===== config.mk =====
export PLATFORM = sky130hd
export DESIGN_NAME = sync_fifo_param_flat
export DESIGN_NICKNAME = d
export VERILOG_FILES = /design/src/rtl/sync_fifo_param_if.sv /design/src/rtl/sync_fifo_param.sv /design/src/flat_wrapper.sv
export SDC_FILE = /design/constraint.sdc
export NUM_CORES = 1
export LEC_CHECK = 0
export BUFFER_PORTS_ARGS = -buffer_cell sky130_fd_sc_hd__buf_2
export CAP_MARGIN = 20
export CORE_MARGIN = 2
export CORE_UTILIZATION = 45
export DETAILED_ROUTE_END_ITERATION = 7
export SYNTH_ARGS = -nofsm -noshare
export SYNTH_HDL_FRONTEND = slang
export SYNTH_SLANG_ARGS = --single-unit

===== constraint.sdc =====
create_clock -name clk -period 6 [get_ports clk]
set_input_delay 0.9 -clock clk [delete_from_list [all_inputs] [get_ports clk]]
set_output_delay 0.9 -clock clk [all_outputs]
set_load 0.05 [all_outputs]

===== src/rtl/sync_fifo_param_if.sv =====
// Handshake bundle for sync_fifo_param: the producer/consumer side drives the master modport.
// The FIFO itself attaches through the slave modport.
interface sync_fifo_param_if #(
  parameter int data_width = 8,
  parameter int depth      = 8
);
  localparam int cnt_width = $clog2(depth + 1);

  logic                  w_inc;
  logic [data_width-1:0] w_data;
  logic                  r_inc;
  logic                  err_clr;
  logic [data_width-1:0] r_data;
  logic                  r_valid;
  logic                  wfull;
  logic                  rempty;
  logic                  almost_full;
  logic                  almost_empty;
  logic [cnt_width-1:0]  count;
  logic                  overflow;
  logic                  underflow;

  modport master (
    output w_inc, w_data, r_inc, err_clr,
    input  r_data, r_valid, wfull, rempty, almost_full, almost_empty,
           count, overflow, underflow
  );

  modport slave (
    input  w_inc, w_data, r_inc, err_clr,
    output r_data, r_valid, wfull, rempty, almost_full, almost_empty,
           count, overflow, underflow
  );
endinterface


===== src/rtl/sync_fifo_param.sv =====
// Single-clock FIFO of arbitrary depth with occupancy count, programmable thresholds and sticky errors.
// Define SYNC_FIFO_FWFT_EN for first-word-fall-through output; otherwise reads have 1-cycle latency.
module sync_fifo_param #(
  parameter int data_width = 8,
  parameter int depth      = 8,
  parameter int af_level   = 6,
  parameter int ae_level   = 2
) (
  input logic               clk,
  input logic               rst_n,
  sync_fifo_param_if.slave  fifo_if
);
  localparam int cnt_width = $clog2(depth + 1);
  localparam int ptr_width = $clog2(depth);

  logic [data_width-1:0] mem [depth];

  logic [ptr_width-1:0] wptr_reg, wptr_next;
  logic [ptr_width-1:0] rptr_reg, rptr_next;
  logic [cnt_width-1:0] count_reg, count_next;
  logic                 overflow_reg, overflow_next;
  logic                 underflow_reg, underflow_next;
  logic                 wfull, rempty, wr_ok, rd_ok;

  assign rempty = (count_reg == '0);
  assign wfull  = (count_reg == cnt_width'(depth));
  // Acceptance is judged on start-of-cycle state, so a simultaneous pop never frees room for a push.
  assign wr_ok  = fifo_if.w_inc && !wfull;
  assign rd_ok  = fifo_if.r_inc && !rempty;

  always_comb begin
    wptr_next      = wptr_reg;
    rptr_next      = rptr_reg;
    count_next     = count_reg;
    overflow_next  = fifo_if.err_clr ? 1'b0 : overflow_reg;
    underflow_next = fifo_if.err_clr ? 1'b0 : underflow_reg;
    if (fifo_if.w_inc && wfull)
      overflow_next = 1'b1;
    if (fifo_if.r_inc && rempty)
      underflow_next = 1'b1;
    if (wr_ok)
      wptr_next = (wptr_reg == ptr_width'(depth - 1)) ? '0 : wptr_reg + ptr_width'(1);
    if (rd_ok)
      rptr_next = (rptr_reg == ptr_width'(depth - 1)) ? '0 : rptr_reg + ptr_width'(1);
    if (wr_ok && !rd_ok)
      count_next = count_reg + cnt_width'(1);
    else if (rd_ok && !wr_ok)
      count_next = count_reg - cnt_width'(1);
  end

  always_ff @(posedge clk or negedge rst_n) begin
    if (!rst_n) begin
      wptr_reg      <= '0;
      rptr_reg      <= '0;
      count_reg     <= '0;
      overflow_reg  <= 1'b0;
      underflow_reg <= 1'b0;
    end else begin
      wptr_reg      <= wptr_next;
      rptr_reg      <= rptr_next;
      count_reg     <= count_next;
      overflow_reg  <= overflow_next;
      underflow_reg <= underflow_next;
    end
  end

  // Storage array is left unreset so it maps onto block RAM.
  always_ff @(posedge clk) begin
    if (wr_ok)
      mem[wptr_reg] <= fifo_if.w_data;
  end

`ifdef SYNC_FIFO_FWFT_EN
  assign fifo_if.r_data  = mem[rptr_reg];
  assign fifo_if.r_valid = !rempty;
`else
  logic [data_width-1:0] r_data_reg;
  logic                  r_valid_reg;

  always_ff @(posedge clk or negedge rst_n) begin
    if (!rst_n) begin
      r_data_reg  <= '0;
      r_valid_reg <= 1'b0;
    end else begin
      r_valid_reg <= rd_ok;
      if (rd_ok)
        r_data_reg <= mem[rptr_reg];
    end
  end

  assign fifo_if.r_data  = r_data_reg;
  assign fifo_if.r_valid = r_valid_reg;
`endif

  assign fifo_if.wfull        = wfull;
  assign fifo_if.rempty       = rempty;
  assign fifo_if.almost_full  = (count_reg >= cnt_width'(af_level));
  assign fifo_if.almost_empty = (count_reg <= cnt_width'(ae_level));
  assign fifo_if.count        = count_reg;
  assign fifo_if.overflow     = overflow_reg;
  assign fifo_if.underflow    = underflow_reg;
endmodule

===== src/flat_wrapper.sv =====
// flat-port wrapper written by rule: the top's interface ports become plain ports
module sync_fifo_param_flat 
#(
  parameter int data_width = 8,
  parameter int depth      = 8,
  parameter int af_level   = 6,
  parameter int ae_level   = 2
)
  (clk, rst_n, fifo_if_w_inc, fifo_if_w_data, fifo_if_r_inc, fifo_if_err_clr, fifo_if_r_data, fifo_if_r_valid, fifo_if_wfull, fifo_if_rempty, fifo_if_almost_full, fifo_if_almost_empty, fifo_if_count, fifo_if_overflow, fifo_if_underflow);
  sync_fifo_param_if #(.data_width(data_width), .depth(depth)) fifo_if_i ();
  input logic clk;
  input logic rst_n;
  input wire logic [$bits(fifo_if_i.w_inc)-1:0] fifo_if_w_inc;
  input wire logic [$bits(fifo_if_i.w_data)-1:0] fifo_if_w_data;
  input wire logic [$bits(fifo_if_i.r_inc)-1:0] fifo_if_r_inc;
  input wire logic [$bits(fifo_if_i.err_clr)-1:0] fifo_if_err_clr;
  output wire logic [$bits(fifo_if_i.r_data)-1:0] fifo_if_r_data;
  output wire logic [$bits(fifo_if_i.r_valid)-1:0] fifo_if_r_valid;
  output wire logic [$bits(fifo_if_i.wfull)-1:0] fifo_if_wfull;
  output wire logic [$bits(fifo_if_i.rempty)-1:0] fifo_if_rempty;
  output wire logic [$bits(fifo_if_i.almost_full)-1:0] fifo_if_almost_full;
  output wire logic [$bits(fifo_if_i.almost_empty)-1:0] fifo_if_almost_empty;
  output wire logic [$bits(fifo_if_i.count)-1:0] fifo_if_count;
  output wire logic [$bits(fifo_if_i.overflow)-1:0] fifo_if_overflow;
  output wire logic [$bits(fifo_if_i.underflow)-1:0] fifo_if_underflow;
  assign fifo_if_i.w_inc = fifo_if_w_inc;
  assign fifo_if_i.w_data = fifo_if_w_data;
  assign fifo_if_i.r_inc = fifo_if_r_inc;
  assign fifo_if_i.err_clr = fifo_if_err_clr;
  assign fifo_if_r_data = fifo_if_i.r_data;
  assign fifo_if_r_valid = fifo_if_i.r_valid;
  assign fifo_if_wfull = fifo_if_i.wfull;
  assign fifo_if_rempty = fifo_if_i.rempty;
  assign fifo_if_almost_full = fifo_if_i.almost_full;
  assign fifo_if_almost_empty = fifo_if_i.almost_empty;
  assign fifo_if_count = fifo_if_i.count;
  assign fifo_if_overflow = fifo_if_i.overflow;
  assign fifo_if_underflow = fifo_if_i.underflow;
  sync_fifo_param #(.data_width(data_width), .depth(depth), .af_level(af_level), .ae_level(ae_level)) u_core (.clk(clk), .rst_n(rst_n), .fifo_if(fifo_if_i));
endmodule

==> flow_metrics.py <==
metrics = {
    "drt": {
        "ant_nets": 0,
        "viasPerCell": 5.23,
        "route.detailed.wl_per_inst_um": 17.6,
        "num_vias": 1925,
        "detail_route.iter0.violations": 107,
        "drt_pass1_iterations": 4,
        "drc": 0,
        "wl_um": 6470,
    },
    "clock_tree": {
        "clkTransAtPathRegs_ns": 0.07,
        "clkLatencyLatePin_ns": 0.36,
        "cts_hold_buf": 0,
        "root_buffer": "clkbuf_8",
        "tritoncts": "yes",
        "cts.sinks": 85,
        "cts_resized": 0,
        "cts_buffers": 9,
        "clockBufferDepth": 2,
        "cts_setup_buffers": 0,
        "cts_max_level": 3,
    },
    "logic_synthesis": {
        "synth-edff-count": 64,
        "synth_seq_cells": 85,
        "synthDistinctLibCells": 34,
        "synth_top_cell_by_area": "edfxtp_1",
        "synthCells": 226,
        "synth.area.top_cells": "edfxtp_1 (54%), dfrtp_1 (15%), mux2_2 (6.0%)",
        "synth_top_flop_cell": "edfxtp_1",
        "ys_warn_count": 0,
        "async_reset_ff_share_pct": 24.7,
        "seq_area_frac_synth_pct": 68.5,
        "synth_most_common_cell": "edfxtp_1",
        "synthesis.nets": 247,
        "synth_top_area_share_pct": 53.8,
        "synth_area_um2": 3570,
        "netlist_top_cells_count": "edfxtp_1 (64), nand2_1 (22), dfrtp_1 (21)",
        "syn_avg_cell_area_um2": 15.8,
    },
    "run_status": {
        "status": "finished clean",
    },
    "place": {
        "port_buffers": 31,
        "hpwl_um": 4100,
        "place_area_um2": 3790,
        "gp_congestion": 0.771,
    },
    "worst_setup_path": {
        "crit_type": "reg2reg",
        "critPathArrivalTime_ns": 3.10,
        "worstRegToRegCells": 9,
        "cp-startpoint": "u_core.fifo_if.count[0]",
        "endpoint_kind": "register",
        "ff2ff_setup_slack_ns": 3.13,
        "r2r-end": "u_core.fifo_if.count[3]",
        "startpoint_type": "register",
        "path_max_fanout": 9,
        "worstReg2RegStart": "u_core.fifo_if.count[0]",
        "required_ns": 6.23,
    },
    "finish": {
        "largest_reg_flops": 64,
        "drive_gt1_share_pct": 28.2,
        "nFillCells": 665,
        "fin_nets": 282,
        "antenna_cells": 0,
        "finalInstanceArea_um2": 4000,
        "syn_to_final_growth_pct": 12.0,
    },
    "power": {
        "ir_drop_v": 0.000234,
        "pwr_density_cell_nw_per_um2": 534,
        "p_leak_nw": 1.52,
    },
    "global_route": {
        "grt_pass1_wl_um": 10100,
        "grt_pass1_vias": 1841,
        "grt_use_total_pct": 16.4,
        "grt_overflow_total": 0,
        "antenna_found_initial": 0,
        "grt_max_degree": 36,
    },
    "die": {
        "placementRows": 32,
        "chipWidth_um": 93.1,
        "start_util_pct": 46.2,
        "core_area_um2": 7730,
        "die_h_um": 93.1,
        "io_pins": 32,
        "die-area_um2": 8670,
    },
    "hold_path": {
        "worstHoldEndpoint": "u_core.fifo_if.r_data[0]",
        "hold_depth": 2,
        "hold_path.class": "reg2reg",
        "min-delay-start": "u_core.fifo_if.r_data[0]",
    },
    "timing": {
        "max_slew_margin_pct": 28.5,
        "max_freq_mhz": 348,
        "hold-worst-slack_ns": 0.473,
        "setup_tns_ns": 0,
        "fin_crit_ns": 2.87,
        "report.final.slew_viol_count": 0,
        "finClkSkew_ns": 0.00995,
        "tightestPinTransition_ns": 1.07,
        "post-route-period-util_pct": 47.9,
        "finalSetupViolations": 0,
        "finalHoldViolCount": 0,
        "rsz0062_at_grt": "false",
    },
    "job": {
        "maxCapViolations": 0,
    },
}
-- stage by stage --
stage | worst slack, ns | utilization, % | power, mW | cells
after floorplan | 2.75 | - | 1.55 | 226
after global placement | 3.14 | 49.0 | 1.72 | 352
after detailed placement | 3.07 | 49.0 | 1.73 | 352
after CTS | 3.13 | 51.8 | 2.16 | 368
after global routing | 2.83 | 51.8 | 2.26 | 368
final | 3.13 | 51.8 | 2.14 | 368
-- metal layers --
metal | track usage [%] | part of all wire, % | up-vias
li1 | - | - | 929
met1 | 23.1 | 47 | 930
met2 | 23.9 | 45 | 55
met3 | 5.16 | 5.7 | 11
met4 | 6.62 | 1.5 | 0
met5 | 0 | 0 | -
-- cell usage in the layout, fill, tap and decap left out, types with 5 or more instances in the layout --
cell type,instances
edfxtp_1,64
nand2_1,22
mux2i_1,17
buf_2,31
o22ai_1,8
clkbuf_8,10
a221o_1,8
nor3_1,5
mux2_2,19
o21ai_1,7
dfrtp_1,21
ha_1,7
-- how the worst max path moves through the flow --
stage	slack [ns]	end	cells past startpoint
floorplan	2.75	u_core.fifo_if.count[3]	9
global placement	3.14	u_core.fifo_if.count[3]	9
detailed placement	3.07	u_core.fifo_if.count[3]	9
CTS	3.13	u_core.fifo_if.count[3]	9
global route	2.83	u_core.fifo_if.count[3]	9
finish	3.13	u_core.fifo_if.count[3]	9
-- cells by family (layout without fill, tap and decap cells) --
kind of cell / Yosys count / count (layout) / synth area share (%)
flops: 85 / 85 / 68.5
simple gates: 44 / 44 / 6.76
compound gates: 36 / 36 / 7.07
mux: 36 / 36 / 10.7
buf+inv: 15 / 55 / 3.43
fa+ha+maj: 8 / 8 / 3.01
xor+xnor: 2 / 2 / 0.490
-- critical path, cell delays in order, from the launching register on --
cell and delay [ns]:
dfrtp_1 0.51, nor4b_4 0.35, nand2b_1 0.40, inv_2 0.10, ha_1 0.24, inv_1 0.15
ha_1 0.25, a21o_1 0.21, a2111oi_0 0.41, o31ai_1 0.13
-- final cells by class --
cell class	count	area, µm²	area share, %
Clock buffer	14	174	4.35
Clock inverter	2	38.8	0.969
Inverter	5	18.8	0.469
Multi-Input combinational cell	126	1020	25.4
Sequential cell	85	2450	61.1
Tap cell	102	128	3.19
Timing Repair Buffer	34	178	4.44
-- where the power goes --
group / internal, mW / switching [mW]
Sequential: 0.765 / 0.0981
Clock: 0.231 / 0.195
Combinational: 0.296 / 0.550
Total: 1.29 / 0.843
(Power assumes the default switching activity.)
